### src/rtl/riscv_pkg.sv
// riscv_pkg
// Shared definitions for the core front end.
//   XLEN       - architectural register / address width
//   NOP_INSTR  - canonical NOP (addi x0, x0, 0) shown to decode when idle
//   fetch_rec_t- one fetched instruction paired with the PC it came from
package riscv_pkg;

    localparam int XLEN = 32;

    localparam logic [XLEN-1:0] NOP_INSTR = 32'h0000_0013;

    // Packed so it can travel through a plain WIDTH-bit FIFO; pc is the
    // upper half, instr the lower half.
    typedef struct packed {
        logic [XLEN-1:0] pc;
        logic [XLEN-1:0] instr;
    } fetch_rec_t;

endpackage

### src/rtl/sync_fifo.sv
// sync_fifo
// Single-clock FIFO with head (first-word fall-through) read port.
//   clk        - clock, all state changes on posedge
//   reset      - synchronous active-high reset, empties the FIFO
//   clear      - synchronous flush, same effect as reset, wins over push/pop
//   push       - write push_data; accepted when not full, or when full and
//                a pop happens in the same cycle
//   push_data  - data to write
//   pop        - discard the head entry; ignored when empty
//   head_data  - oldest entry (undefined content when empty)
//   count      - number of stored entries, 0..DEPTH
//   full/empty - occupancy flags
// DEPTH must be a power of two (>= 2) so the pointers wrap for free.
module sync_fifo #(
    parameter int WIDTH = 32,
    parameter int DEPTH = 2
) (
    input  logic                     clk,
    input  logic                     reset,
    input  logic                     clear,
    input  logic                     push,
    input  logic [WIDTH-1:0]         push_data,
    input  logic                     pop,
    output logic [WIDTH-1:0]         head_data,
    output logic [$clog2(DEPTH):0]   count,
    output logic                     full,
    output logic                     empty
);

    localparam int AW = $clog2(DEPTH);
    localparam int CW = AW + 1;
    localparam logic [CW-1:0] DEPTH_C = CW'(DEPTH);

    logic [WIDTH-1:0] mem [DEPTH];
    logic [AW-1:0]    rd_ptr;
    logic [AW-1:0]    wr_ptr;
    logic             do_push;
    logic             do_pop;

    assign empty = (count == '0);
    assign full  = (count == DEPTH_C);

    assign do_pop  = pop && !empty;
    // A full FIFO can still take a write if the head leaves in the same cycle.
    assign do_push = push && (!full || do_pop);

    assign head_data = mem[rd_ptr];

    always_ff @(posedge clk) begin
        if (reset || clear) begin
            rd_ptr <= '0;
            wr_ptr <= '0;
            count  <= '0;
        end else begin
            if (do_push) begin
                wr_ptr <= wr_ptr + 1'b1;
            end
            if (do_pop) begin
                rd_ptr <= rd_ptr + 1'b1;
            end
            case ({do_push, do_pop})
                2'b10:   count <= count + 1'b1;
                2'b01:   count <= count - 1'b1;
                default: count <= count;
            endcase
        end
    end

    // Storage is not reset; the pointers alone decide what is valid.
    always_ff @(posedge clk) begin
        if (do_push && !reset && !clear) begin
            mem[wr_ptr] <= push_data;
        end
    end

endmodule

### src/rtl/if_fetch_stage.sv
// if_fetch_stage
// Instruction-fetch front end feeding decode. Owns the fetch PC, issues
// in-order requests to instruction memory, tracks the PCs of outstanding
// requests, buffers returned instructions and presents one per cycle to ID.
//   clk, reset       - clock; synchronous active-high reset
//   stall            - hazard unit: hold ID outputs, do not pop
//   redirect         - taken branch/jump from EX, flushes wrong-path work
//   redirect_pc      - new fetch target on redirect
//   imem_req_valid   - request offered (address = current fetch PC)
//   imem_req_addr    - request address
//   imem_req_ready   - memory accepts the request this cycle
//   imem_resp_valid  - in-order response, at least one cycle after accept
//   imem_resp_data   - instruction word of the response
//   valid_ID         - instr_ID / PC_ID hold a real instruction
//   instr_ID, PC_ID  - instruction and its PC (NOP / 0 when not valid)
// Flow control is credit based: requests in flight plus buffered
// instructions never exceed DEPTH, so the buffer cannot overflow.
module if_fetch_stage
    import riscv_pkg::*;
#(
    parameter logic [XLEN-1:0] RESET_PC = 32'h0000_0000,
    parameter int              DEPTH    = 2
) (
    input  logic            clk,
    input  logic            reset,
    input  logic            stall,
    input  logic            redirect,
    input  logic [XLEN-1:0] redirect_pc,
    output logic            imem_req_valid,
    output logic [XLEN-1:0] imem_req_addr,
    input  logic            imem_req_ready,
    input  logic            imem_resp_valid,
    input  logic [XLEN-1:0] imem_resp_data,
    output logic            valid_ID,
    output logic [XLEN-1:0] instr_ID,
    output logic [XLEN-1:0] PC_ID
);

    localparam int CW = $clog2(DEPTH) + 1;
    localparam logic [CW:0] DEPTH_W = (CW + 1)'(DEPTH);

    logic [XLEN-1:0] fetch_pc;
    logic [CW-1:0]   inflight;
    logic [CW-1:0]   drop;

    logic [XLEN-1:0] pend_head;
    logic [CW-1:0]   pend_count;
    logic            pend_full;
    logic            pend_empty;

    fetch_rec_t      buf_head;
    fetch_rec_t      buf_push_rec;
    logic [CW-1:0]   buf_count;
    logic            buf_full;
    logic            buf_empty;

    logic [CW:0]     credit_used;
    logic            accept;
    logic            resp;
    logic            resp_keep;
    logic            resp_drop;
    logic            pend_pop;
    logic            buf_push;
    logic            pop_id;
    logic            pend_count_unused;

    // Every outstanding request and every buffered instruction holds one
    // credit; a new request is only offered while a credit is free.
    assign credit_used = {1'b0, inflight} + {1'b0, buf_count};

    assign imem_req_valid = !reset && !redirect && (credit_used < DEPTH_W)
                            && !pend_full;
    assign imem_req_addr  = fetch_pc;
    assign accept         = imem_req_valid && imem_req_ready;

    // A response with nothing outstanding is a protocol error and is ignored.
    assign resp      = imem_resp_valid && (inflight != '0);
    assign resp_drop = resp && (drop != '0);
    assign resp_keep = resp && (drop == '0);

    // Dropped responses belong to requests whose PCs were already flushed
    // from the pending queue, so only kept responses consume a pending PC.
    assign pend_pop  = resp_keep && !pend_empty;
    assign buf_push  = resp_keep && !redirect && (!buf_full || pop_id);
    assign pop_id    = !buf_empty && !stall && !redirect;

    assign buf_push_rec = '{pc: pend_head, instr: imem_resp_data};

    // Pending occupancy always equals inflight - drop; kept only for debug.
    assign pend_count_unused = ^pend_count;

    sync_fifo #(
        .WIDTH (XLEN),
        .DEPTH (DEPTH)
    ) u_pend_q (
        .clk       (clk),
        .reset     (reset),
        .clear     (redirect),
        .push      (accept),
        .push_data (fetch_pc),
        .pop       (pend_pop),
        .head_data (pend_head),
        .count     (pend_count),
        .full      (pend_full),
        .empty     (pend_empty)
    );

    sync_fifo #(
        .WIDTH ($bits(fetch_rec_t)),
        .DEPTH (DEPTH)
    ) u_instr_buf (
        .clk       (clk),
        .reset     (reset),
        .clear     (redirect),
        .push      (buf_push),
        .push_data (buf_push_rec),
        .pop       (pop_id),
        .head_data (buf_head),
        .count     (buf_count),
        .full      (buf_full),
        .empty     (buf_empty)
    );

    // Fetch PC, outstanding-request count and wrong-path drop count.
    // On redirect every request still outstanding (minus a response that
    // lands in the same cycle, which is discarded) becomes wrong-path.
    always_ff @(posedge clk) begin
        if (reset) begin
            fetch_pc <= RESET_PC;
            inflight <= '0;
            drop     <= '0;
        end else if (redirect) begin
            fetch_pc <= redirect_pc;
            inflight <= inflight - CW'(resp);
            drop     <= inflight - CW'(resp);
        end else begin
            if (accept) begin
                fetch_pc <= fetch_pc + 32'd4;
            end
            inflight <= inflight + CW'(accept) - CW'(resp);
            if (resp_drop) begin
                drop <= drop - 1'b1;
            end
        end
    end

    assign valid_ID = !buf_empty;
    assign instr_ID = buf_empty ? NOP_INSTR : buf_head.instr;
    assign PC_ID    = buf_empty ? '0 : buf_head.pc;

endmodule

### config.mk
export PLATFORM = sky130hd
export DESIGN_NAME = if_fetch_stage
export DESIGN_NICKNAME = d
export VERILOG_FILES = /design/src/rtl/riscv_pkg.sv /design/src/rtl/sync_fifo.sv /design/src/rtl/if_fetch_stage.sv
export SDC_FILE = /design/constraint.sdc
export NUM_CORES = 1
export LEC_CHECK = 0
export ABC_AREA = 1
export BUFFER_PORTS_ARGS = -buffer_cell sky130_fd_sc_hd__buf_2
export CAP_MARGIN = 20
export CORE_MARGIN = 4
export CORE_UTILIZATION = 45
export CTS_CLUSTER_SIZE = 20
export DETAILED_ROUTE_END_ITERATION = 12
export PLACE_DENSITY = 0.72
export SLEW_MARGIN = 0
export SYNTH_ARGS = -nofsm -noshare
export SYNTH_HDL_FRONTEND = slang
export SYNTH_SLANG_ARGS = --single-unit
### constraint.sdc
create_clock -name clk -period 7.9 [get_ports clk]
set_input_delay 1.975 -clock clk [delete_from_list [all_inputs] [get_ports clk]]
set_output_delay 1.975 -clock clk [all_outputs]
set_load 0.05 [all_outputs]
=== Word level (Yosys, flattened, before mapping) ===
Memories as Yosys holds them, arrays and structs flattened. A register that Yosys moved wholly into a read port is not among the register bits.
Cells that the tools add are included.

* Flip-flop bits (word level): 44
* Bits in writable memories: 192
* Logic and storage cells: 89
* Memories: 2

{| class="wikitable"
|+ Memories
! memory !! depth !! bits a word !! rd ports !! clocked after memory_dff !! wr ports !! line !! RTL
|-
| u_instr_buf.mem || 2 || 64 || 1 || 1 || 1 || sync_fifo.sv:34 || <nowiki>logic [WIDTH-1:0] mem [DEPTH];</nowiki>
|-
| u_pend_q.mem || 2 || 32 || 1 || 1 || 1 || sync_fifo.sv:34 ||
|}

* Add/sub/neg operators: 14
* Magnitude comparators: 1
* Equal/unequal tests: 6
* Mux-type cells: 17
* Reductions and logical operators: 40

{| class="wikitable"
|+ Operators with widths
! kind !! count
|-
| $mux 32 || 4
|-
| $add 32x3->32 const B || 1
|-
| $logic_and 1x1->1 || 20
|-
| $reduce_bool 2->1 || 6
|-
| $eq 2x2->1 const B || 4
|-
| $mux 1 || 8
|-
| $pmux 2 s2 || 2
|-
| $logic_not 1->1 || 7
|-
| $logic_not 2->1 || 3
|-
| $mux 2 || 3
|-
| $sub 2x1->2 const B || 3
|-
| $add 1x1->1 const B || 4
|-
| $add 2x1->2 const B || 2
|-
| $eq 2x1->1 const B || 2
|-
| $logic_or 1x1->1 || 4
|-
| $sub 2x1->2 || 2
|-
| $add 2x2->3 || 1
|-
| $lt 3x2->1 const B || 1
|-
| $add 2x1->2 || 1
|}

=== Logic depth before layout (Yosys ltp) ===
Gate-level depths: netlist (run 1).

* Word-level depth: 11
* Gate-level depth with buffers: 12
* Depth with buffers taken out: 12

=== Modules after synthesis ===
Synthesis (run 1) repeated with hierarchy kept, for this count alone.

* Cell total of the unflattened synthesis: 949
* Area, all modules: 10588.9 µm²

{| class="wikitable"
|+ Modules (own cells, without submodules)
! module !! instances !! cells each !! area an instance (µm²) !! sequential area each (µm²)
|-
| sync_fifo at u_instr_buf || 1 || 240 || 4880.9 || 3943.8
|-
| if_fetch_stage || 1 || 568 || 3139.3 || 720.7
|-
| sync_fifo at u_pend_q || 1 || 141 || 2568.7 || 2021.9
|}

=== Worst setup path after synthesis (run 1) ===
Ideal clock, no wire load.

* Path type: input to register
* Start point: in redirect
* End point: mem u_instr_buf.mem[0][0] (netlist name), enable pin
* Library setup time: 0.565 ns
* Arrival time: 6.849 ns
* Path slack: 0.486 ns
* Stages on the path: 6
* Cell sequence: buf_6 > inv_2 > o31ai_1 > nor2_1 > inv_1 > nor3_1

* Word-level cells in the longest chain between the ends: 9

{| class="wikitable"
|+ Ends and longest elaborated chain
! element !! line !! RTL
|-
| from (decl) || if_fetch_stage.sv:27 || <nowiki>input logic redirect,</nowiki>
|-
| $logic_not 1->1 * || sync_fifo.sv:71, if_fetch_stage.sv:84, if_fetch_stage.sv:85 ||
|-
| $logic_and 1x1->1 || if_fetch_stage.sv:85 || <nowiki>assign pop_id = !buf_empty && !stall && !redirect;</nowiki>
|-
| $logic_or 1x1->1 / $logic_and 1x1->1 (equally long branches) || if_fetch_stage.sv:84, sync_fifo.sv:43 ||
|-
| $logic_and 1x1->1 / $logic_or 1x1->1 (equally long branches) || if_fetch_stage.sv:84, sync_fifo.sv:45 ||
|-
| $logic_and 1x1->1 || sync_fifo.sv:45 || <nowiki>assign do_push = push && (!full || do_pop);</nowiki>
|-
| $logic_and 1x1->1 || sync_fifo.sv:71 || <nowiki>if (do_push && !reset && !clear) begin</nowiki>
|-
| $logic_and 1x1->1 * || sync_fifo.sv:71 ||
|-
| $mux 1 * || sync_fifo.sv:71 ||
|-
| $mux 1 (not written as such) * || sync_fifo.sv:72 || <nowiki>mem[wr_ptr] <= push_data;</nowiki>
|-
| to (decl) || sync_fifo.sv:34 ||
|}

Mark *: on every way between the ends. The rest lies on a longest branch, timed or not.

=== Worst setup path in the final report (run 1) ===
* Start point: in redirect
* End point: out imem_req_valid

* Word-level cells in the longest chain between the ends: 4

{| class="wikitable"
|+ Ends and longest elaborated chain
! element !! line !! RTL
|-
| $logic_not 1->1 || if_fetch_stage.sv:71 || <nowiki>assign imem_req_valid = !reset && !redirect && (credit_used < DEPTH_W)</nowiki>
|-
| $logic_and 1x1->1 (2 in a row) || if_fetch_stage.sv:71 ||
|-
| $logic_and 1x1->1 || if_fetch_stage.sv:72 || <nowiki>&& !pend_full;</nowiki>
|-
| to (decl) || if_fetch_stage.sv:29 || <nowiki>output logic imem_req_valid,</nowiki>
|}

Every way passes these cells.

==> flow_metrics.env, run 1 <==
export IMPL_antenna_found_initial=0
export IMPL_maxCapViolations=0
export IMPL_avgViaCountPerCell=5.14
export IMPL_initialDrtViolationCount=518
export IMPL_diodes=0
export IMPL_syn_inst=939
export IMPL_crit_required_ps=5930
export IMPL_syn_nets=1017
export IMPL_start_util_pct=46.0
export IMPL_p_leak_nw=4.81
export IMPL_layout_min_cycle_time_ps=5070
export IMPL_status="finished, final reports clean"
export IMPL_cts_clk_slew_worst_paths_ps=60
export IMPL_multi_input_area_um2=2960
export IMPL_hold_path_class="reg -> reg"
export IMPL_cts_resized=0
export IMPL_cp_top_family="buffers and inverters"
export IMPL_synth_top_cell_area_share_pct=57.1
export IMPL_ys_flop_type="edfxtp_1"
export IMPL_post_cts_setup_buffers=0
export IMPL_worstReg2RegEnd="u_pend_q.count[1]$_SDFFE_PP0P_"
export IMPL_start_kind="primary input"
export IMPL_wl_per_cell_um=16.5
export IMPL_finish_instance_area_um2=12100
export IMPL_cts_root_buffer="clkbuf_16"
export IMPL_die_w_um=158
export IMPL_drive_above_1_share_pct=24.4
export IMPL_regArea_um2=6690
export IMPL_clock_latency_ps=520
export IMPL_rsz0062_at_grt="false"
export IMPL_slew_violations=0
export IMPL_cts_sinks=238
export IMPL_clockBufferDepth=3
export IMPL_cts_made_buffers=25
export IMPL_synth_warnings=0
export IMPL_nets=1184
export IMPL_htree_num_levels=1
export IMPL_peakVddDrop_v=0.000149
export IMPL_arrival_ps=3090
export IMPL_fmax_mhz=197
export IMPL_final_antenna_net_count=0
export IMPL_synthArstFlopShare_pct=0
export IMPL_hold_viol_final=0
export IMPL_port_buffers=167
export IMPL_firstDrtPassIters=5
export IMPL_grt_remaining_overflow=0
export IMPL_crit_fanout=34
export IMPL_slowest_stage="buf_2"
export IMPL_r2r_start="inflight[0]$_SDFF_PP0_"
export IMPL_crit_path_end_kind="output pin"
export IMPL_min_to="u_pend_q.rd_ptr$_SDFFE_PP0P_"
export IMPL_tightest_slew_ps=730
export IMPL_synthTopCellsByCount="nand2_1 (274), edfxtp_1 (192), a21oi_1 (95), inv_1 (74), nand3_1 (66)"
export IMPL_ys_top_cells_by_area="edfxtp_1 (57%), nand2_1 (10%), dfxtp_1 (9.1%)"
export IMPL_route_detailed_drc=0
export IMPL_power_mw=2.82
export IMPL_worstHoldStart="u_pend_q.rd_ptr$_SDFFE_PP0P_"
export IMPL_netlist_area_um2=10100
export IMPL_synth_seq_cells=238
export IMPL_grt_first_pass_wirelength_mm=35.5
export IMPL_p_per_area_nw_per_um2=233
export IMPL_tritoncts="yes"
export IMPL_num_vias=7224
export IMPL_area_growth_pct=19.5
export IMPL_fin_tns_setup_ps=0
export IMPL_finClkSkew_ps=9.25
export IMPL_dpl_cell_area_um2=11200
export IMPL_critPathBufInv=3
export IMPL_io_pins=168
export IMPL_setup_violations=0
export IMPL_cp_cell_sequence="buf_2 -> nor2_8 -> nand3_4 -> inv_1 -> buf_2"
export IMPL_maxSlewHeadroom_pct=51.3
export IMPL_dieArea_um2=24900
export IMPL_placementRows=54
export IMPL_worstSetupPathType="in -> out"
export IMPL_core_area_um2=22000
export IMPL_seq_area_frac_synth_pct=66.2
export IMPL_yosys_cell_count_top_type="nand2_1"
export IMPL_dp_hpwl_mm=15.1
export IMPL_grt_pass1_vias=6768
export IMPL_yosysUniqueCellTypes=38
export IMPL_ff2ff_setup_slack_ps=4940
export IMPL_grt_max_degree=66
export IMPL_routabilityCongestion=0.877
export IMPL_cpMostUsedCell="buf_2"
export IMPL_fill_cells=1864
export IMPL_setup_ws_ps=2830
export IMPL_pre_cts_ws_ps=2800
export IMPL_fin_crit_sh_pct=64.2
export IMPL_grt_use_total_pct=17.9
export IMPL_synth_edf_count=192
export IMPL_yosys_area_top_type="edfxtp_1"
export IMPL_syn_avg_cell_area_um2=10.8
export IMPL_rr_worst_depth=10
export IMPL_whs_path_depth=1
export IMPL_drt_total_wl_mm=23.1
export IMPL_cts_hold_buf=0
export IMPL_max_stage_delay_ps=560
export IMPL_die_height_um=158
## cells by family (layout without fill, tap and decap cells)
kind of cell	after synthesis	count (layout)	synth area share, %
flops	238	238	66.2
xor+xnor	5	5	0.434
mux	32	32	3.57
simple gates	411	411	17.4
buf+inv	115	301	4.60
fa+ha+maj	8	8	1.07
compound gates	130	130	6.68
## worst max path at each step
stage / to / from / cells after the start
floorplan: u_instr_buf.mem[0][0]$_DFFE_PP_ / redirect / 6
global placement: imem_req_valid / redirect / 5
detailed placement: u_instr_buf.mem[1][53]$_DFFE_PP_ / redirect / 7
CTS: imem_req_valid / redirect / 5
global route: imem_req_valid / redirect / 5
finish: imem_req_valid / redirect / 5
## area by class of cell
class                      count  share of cell area [%]
sequential                   238                    55.5
clock inverter                11                   0.913
tap                          280                    2.90
multi-input combinational    586                    24.6
timing repair buffer         178                    7.85
clock buffer                  35                    5.92
inverter                      77                    2.40
## sequential cells by signal (all words and copies together), names as in the netlist, 2 cells and up, named ones only
name               count
inflight               2
u_pend_q.count         2
u_instr_buf.mem      128
imem_req_addr         32
u_pend_q.mem          64
drop                   2
u_instr_buf.count      2
## through the flow
step / utilization (%) / instances / hold WS [ps]
final: 54.9 / 1405 / 460
after global routing: 54.9 / 1405 / 484
after CTS: 54.7 / 1402 / 458
after detailed placement: 50.9 / 1356 / 445
after global placement: 50.9 / 1356 / 439
after floorplan: - / 939 / 426
## where the power goes
| group | switching [mW] | internal, mW |
|---|---|---|
| logic | 0.163 | 0.0670 |
| registers | 0.0332 | 1.39 |
| clock network | 0.464 | 0.696 |
## placed cells by master (no fill, tap or decap), types with 7 or more instances in the layout
cell type	synthesis	routed
nand2_1	274	274
edfxtp_1	192	192
buf_2	11	167
a21oi_1	95	95
inv_1	74	74
nand3_1	66	66
dfxtp_1	46	45
nor2_1	42	39
mux2_2	29	29
clkbuf_16	0	26
o21ai_0	23	23
nor2_2	8	10
buf_4	1	8
ha_1	7	7
## layer usage
metal  routed length [um]  vias up  part of all wire, %  track usage (%)
li1                     -     3534                    -                -
met1                10100     3420                   44             24.5
met2                11000      245                   48             30.3
met3                 1670       25                  7.2             2.98
met4                  346        0                  1.5             4.14
met5                    0        -                    0                0
(Power assumes the default switching activity.)
==> run 2, diff against run 1 <==
PLACE_DENSITY = 0.75   (was 0.72)
clock period = 4.1 ns   (was 7.9 ns; I/O delays follow)
==> run 2 against run 1 <==
Utilization rose by 0.51 points. Wire length grew 0.30%. Die area is the same. Sequential share of layout area shrank 0.51 points. Global-route usage rose by 0.19 points. Worst setup slack lost 2200 ps. First-iteration DRC count down 4.8%. Clock power is 110% higher. Via count down 1.4%. Total power rose by 100%. Critical endpoint is now PC_ID[16]. Largest cell class unchanged.
==> flow_metrics.env, run 2 (synthesis gave the netlist of run 1 again) <==
export IMPL_post_cts_setup_buffers=0
export IMPL_finClkSkew_ps=8.74
export IMPL_final_cell_mix="nand2_1 (274), edfxtp_1 (192), buf_2 (167), a21oi_1 (95), inv_1 (74)"
export IMPL_rr_worst_depth=10
export IMPL_placementRows=54
export IMPL_fill_cells=1886
export IMPL_worstHoldStart="u_pend_q.rd_ptr$_SDFFE_PP0P_"
export IMPL_fmax_mhz=286
export IMPL_rsz0062_at_grt="false"
export IMPL_tritoncts="yes"
export IMPL_clockBufferDepth=3
export IMPL_start_util_pct=46.0
export IMPL_num_vias=7122
export IMPL_final_antenna_net_count=0
export IMPL_instances_no_fill=1408
export IMPL_hold_path_class="reg -> reg"
export IMPL_setup_ws_ps=599
export IMPL_layout_min_cycle_time_ps=3500
export IMPL_p_per_area_nw_per_um2=466
export IMPL_antenna_found_initial=0
export IMPL_max_stage_delay_ps=670
export IMPL_dieArea_um2=24900
export IMPL_cts_hold_buf=0
export IMPL_slew_violations=0
export IMPL_pre_cts_ws_ps=890
export IMPL_die_w_um=158
export IMPL_drt_total_wl_mm=23.2
export IMPL_r2r_start="inflight[0]$_SDFF_PP0_"
export IMPL_fin_tns_setup_ps=0
export IMPL_crit_fanout=44
export IMPL_area_growth_pct=20.6
export IMPL_wl_per_cell_um=16.5
export IMPL_maxSlewHeadroom_pct=44.7
export IMPL_final_common_cell="nand2_1"
export IMPL_largest_reg_flops=128
export IMPL_drive_above_1_share_pct=24.6
export IMPL_setup_violations=0
export IMPL_maxCapViolations=0
export IMPL_top_register="u_instr_buf.mem"
export IMPL_tightest_slew_ps=830
export IMPL_crit_path_start="u_instr_buf.count[1]$_SDFFE_PP0P_"
export IMPL_firstDrtPassIters=5
export IMPL_whs_path_depth=1
export IMPL_grt_use_total_pct=18.1
export IMPL_initialDrtViolationCount=493
export IMPL_cp_cell_sequence="inv_1 -> nand2_1 -> inv_2 -> buf_4 -> a21oi_1 -> buf_2"
export IMPL_die_height_um=158
export IMPL_p_leak_nw=4.84
export IMPL_routabilityCongestion=0.830
export IMPL_diodes=0
export IMPL_hold_slack_ps=459
export IMPL_route_detailed_drc=0
export IMPL_io_pins=168
export IMPL_dpl_cell_area_um2=11200
export IMPL_grt_pass1_vias=6815
export IMPL_finish_instance_area_um2=12200
export IMPL_cts_root_buffer="clkbuf_16"
export IMPL_htree_num_levels=1
export IMPL_crit_required_ps=3070
export IMPL_nets=1186
export IMPL_dp_hpwl_mm=15.1
export IMPL_avgViaCountPerCell=5.06
export IMPL_cts_made_buffers=26
export IMPL_worstSetupPathType="reg -> out"
export IMPL_start_kind="register"
export IMPL_hold_viol_final=0
export IMPL_grt_first_pass_wirelength_mm=35.7
export IMPL_cp_top_family="buffers and inverters"
export IMPL_port_buffers=167
export IMPL_critPathBufInv=4
export IMPL_grt_max_degree=65
export IMPL_arrival_ps=2480
export IMPL_clock_latency_ps=520
export IMPL_core_area_um2=22000
export IMPL_cts_resized=0
export IMPL_grt_remaining_overflow=0
export IMPL_cts_sinks=238
export IMPL_ff2ff_setup_slack_ps=1440
export IMPL_peakVddDrop_v=0.000226
export IMPL_dp_cells=1360
export IMPL_cts_clk_slew_worst_paths_ps=60
export IMPL_crit_path_end_kind="output pin"
export IMPL_cp_num_cells=6
export IMPL_slowest_stage="inv_2"
export IMPL_fin_crit_sh_pct=85.4
export IMPL_status="finished, final reports clean"
run 2: cell count changes in the layout (fill, tap and decap cells not counted), moves of 2 or more:
| cell | before | now |
|---|---|---|
| clkbuf_1 | 6 | 4 |
| bufinv_16 | 2 | 6 |
| clkinv_1 | 4 | 7 |
| buf_4 | 8 | 10 |
| clkbuf_8 | 3 | 0 |
run 2: path summary, 6_finish.rpt:
check | end
worst max-delay path | PC_ID[16]
worst min-delay path | register
worst max register to register | u_pend_q.count[1]$_SDFFE_PP0P_
worst min register to register | register
run 2: per-stage QoR:
step	power (mW)	util (%)
after floorplan	3.09	-
after global placement	3.23	51.2
after detailed placement	3.24	51.2
after CTS	5.72	55.4
after global routing	5.89	55.4
final	5.67	55.4
run 2: layout make-up:
| type | instances | area [um2] | area share [%] |
|---|---|---|---|
| clock inverters | 17 | 235 | 1.93 |
| repair buffers | 179 | 951 | 7.81 |
| well taps | 280 | 350 | 2.88 |
| multi-input cells | 586 | 2970 | 24.4 |
| clock buffers | 31 | 691 | 5.67 |
| inverters | 77 | 289 | 2.37 |
| flip-flops and latches | 238 | 6690 | 54.9 |
run 2: worst register-to-register path, cell delays in order, from the launching register on:
cell and delay [ps]:
dfxtp_1 380, nand2_1 70, inv_1 60, fa_1 420, nor2_2 250, nand4_2 390, ha_1 450, a21oi_1 110
o21ai_0 130, o21ai_0 220, a21oi_1 60
run 2: power breakdown:
part	switching, mW	internal (mW)	total (mW)
combinational	0.312	0.129	0.442
clock	0.905	1.57	2.48
sequential	0.0644	2.68	2.75
run 2: routing by layer:
metal  wire [um]  vias up  track usage [%]  part of all wire, %
li1            -     3543                -                    -
met1       10200     3314             24.5                   44
met2       11000      223             30.3                   47
met3        1580       42             3.42                  6.8
met4         458        0             4.67                  2.0
met5           0        -                0                    0
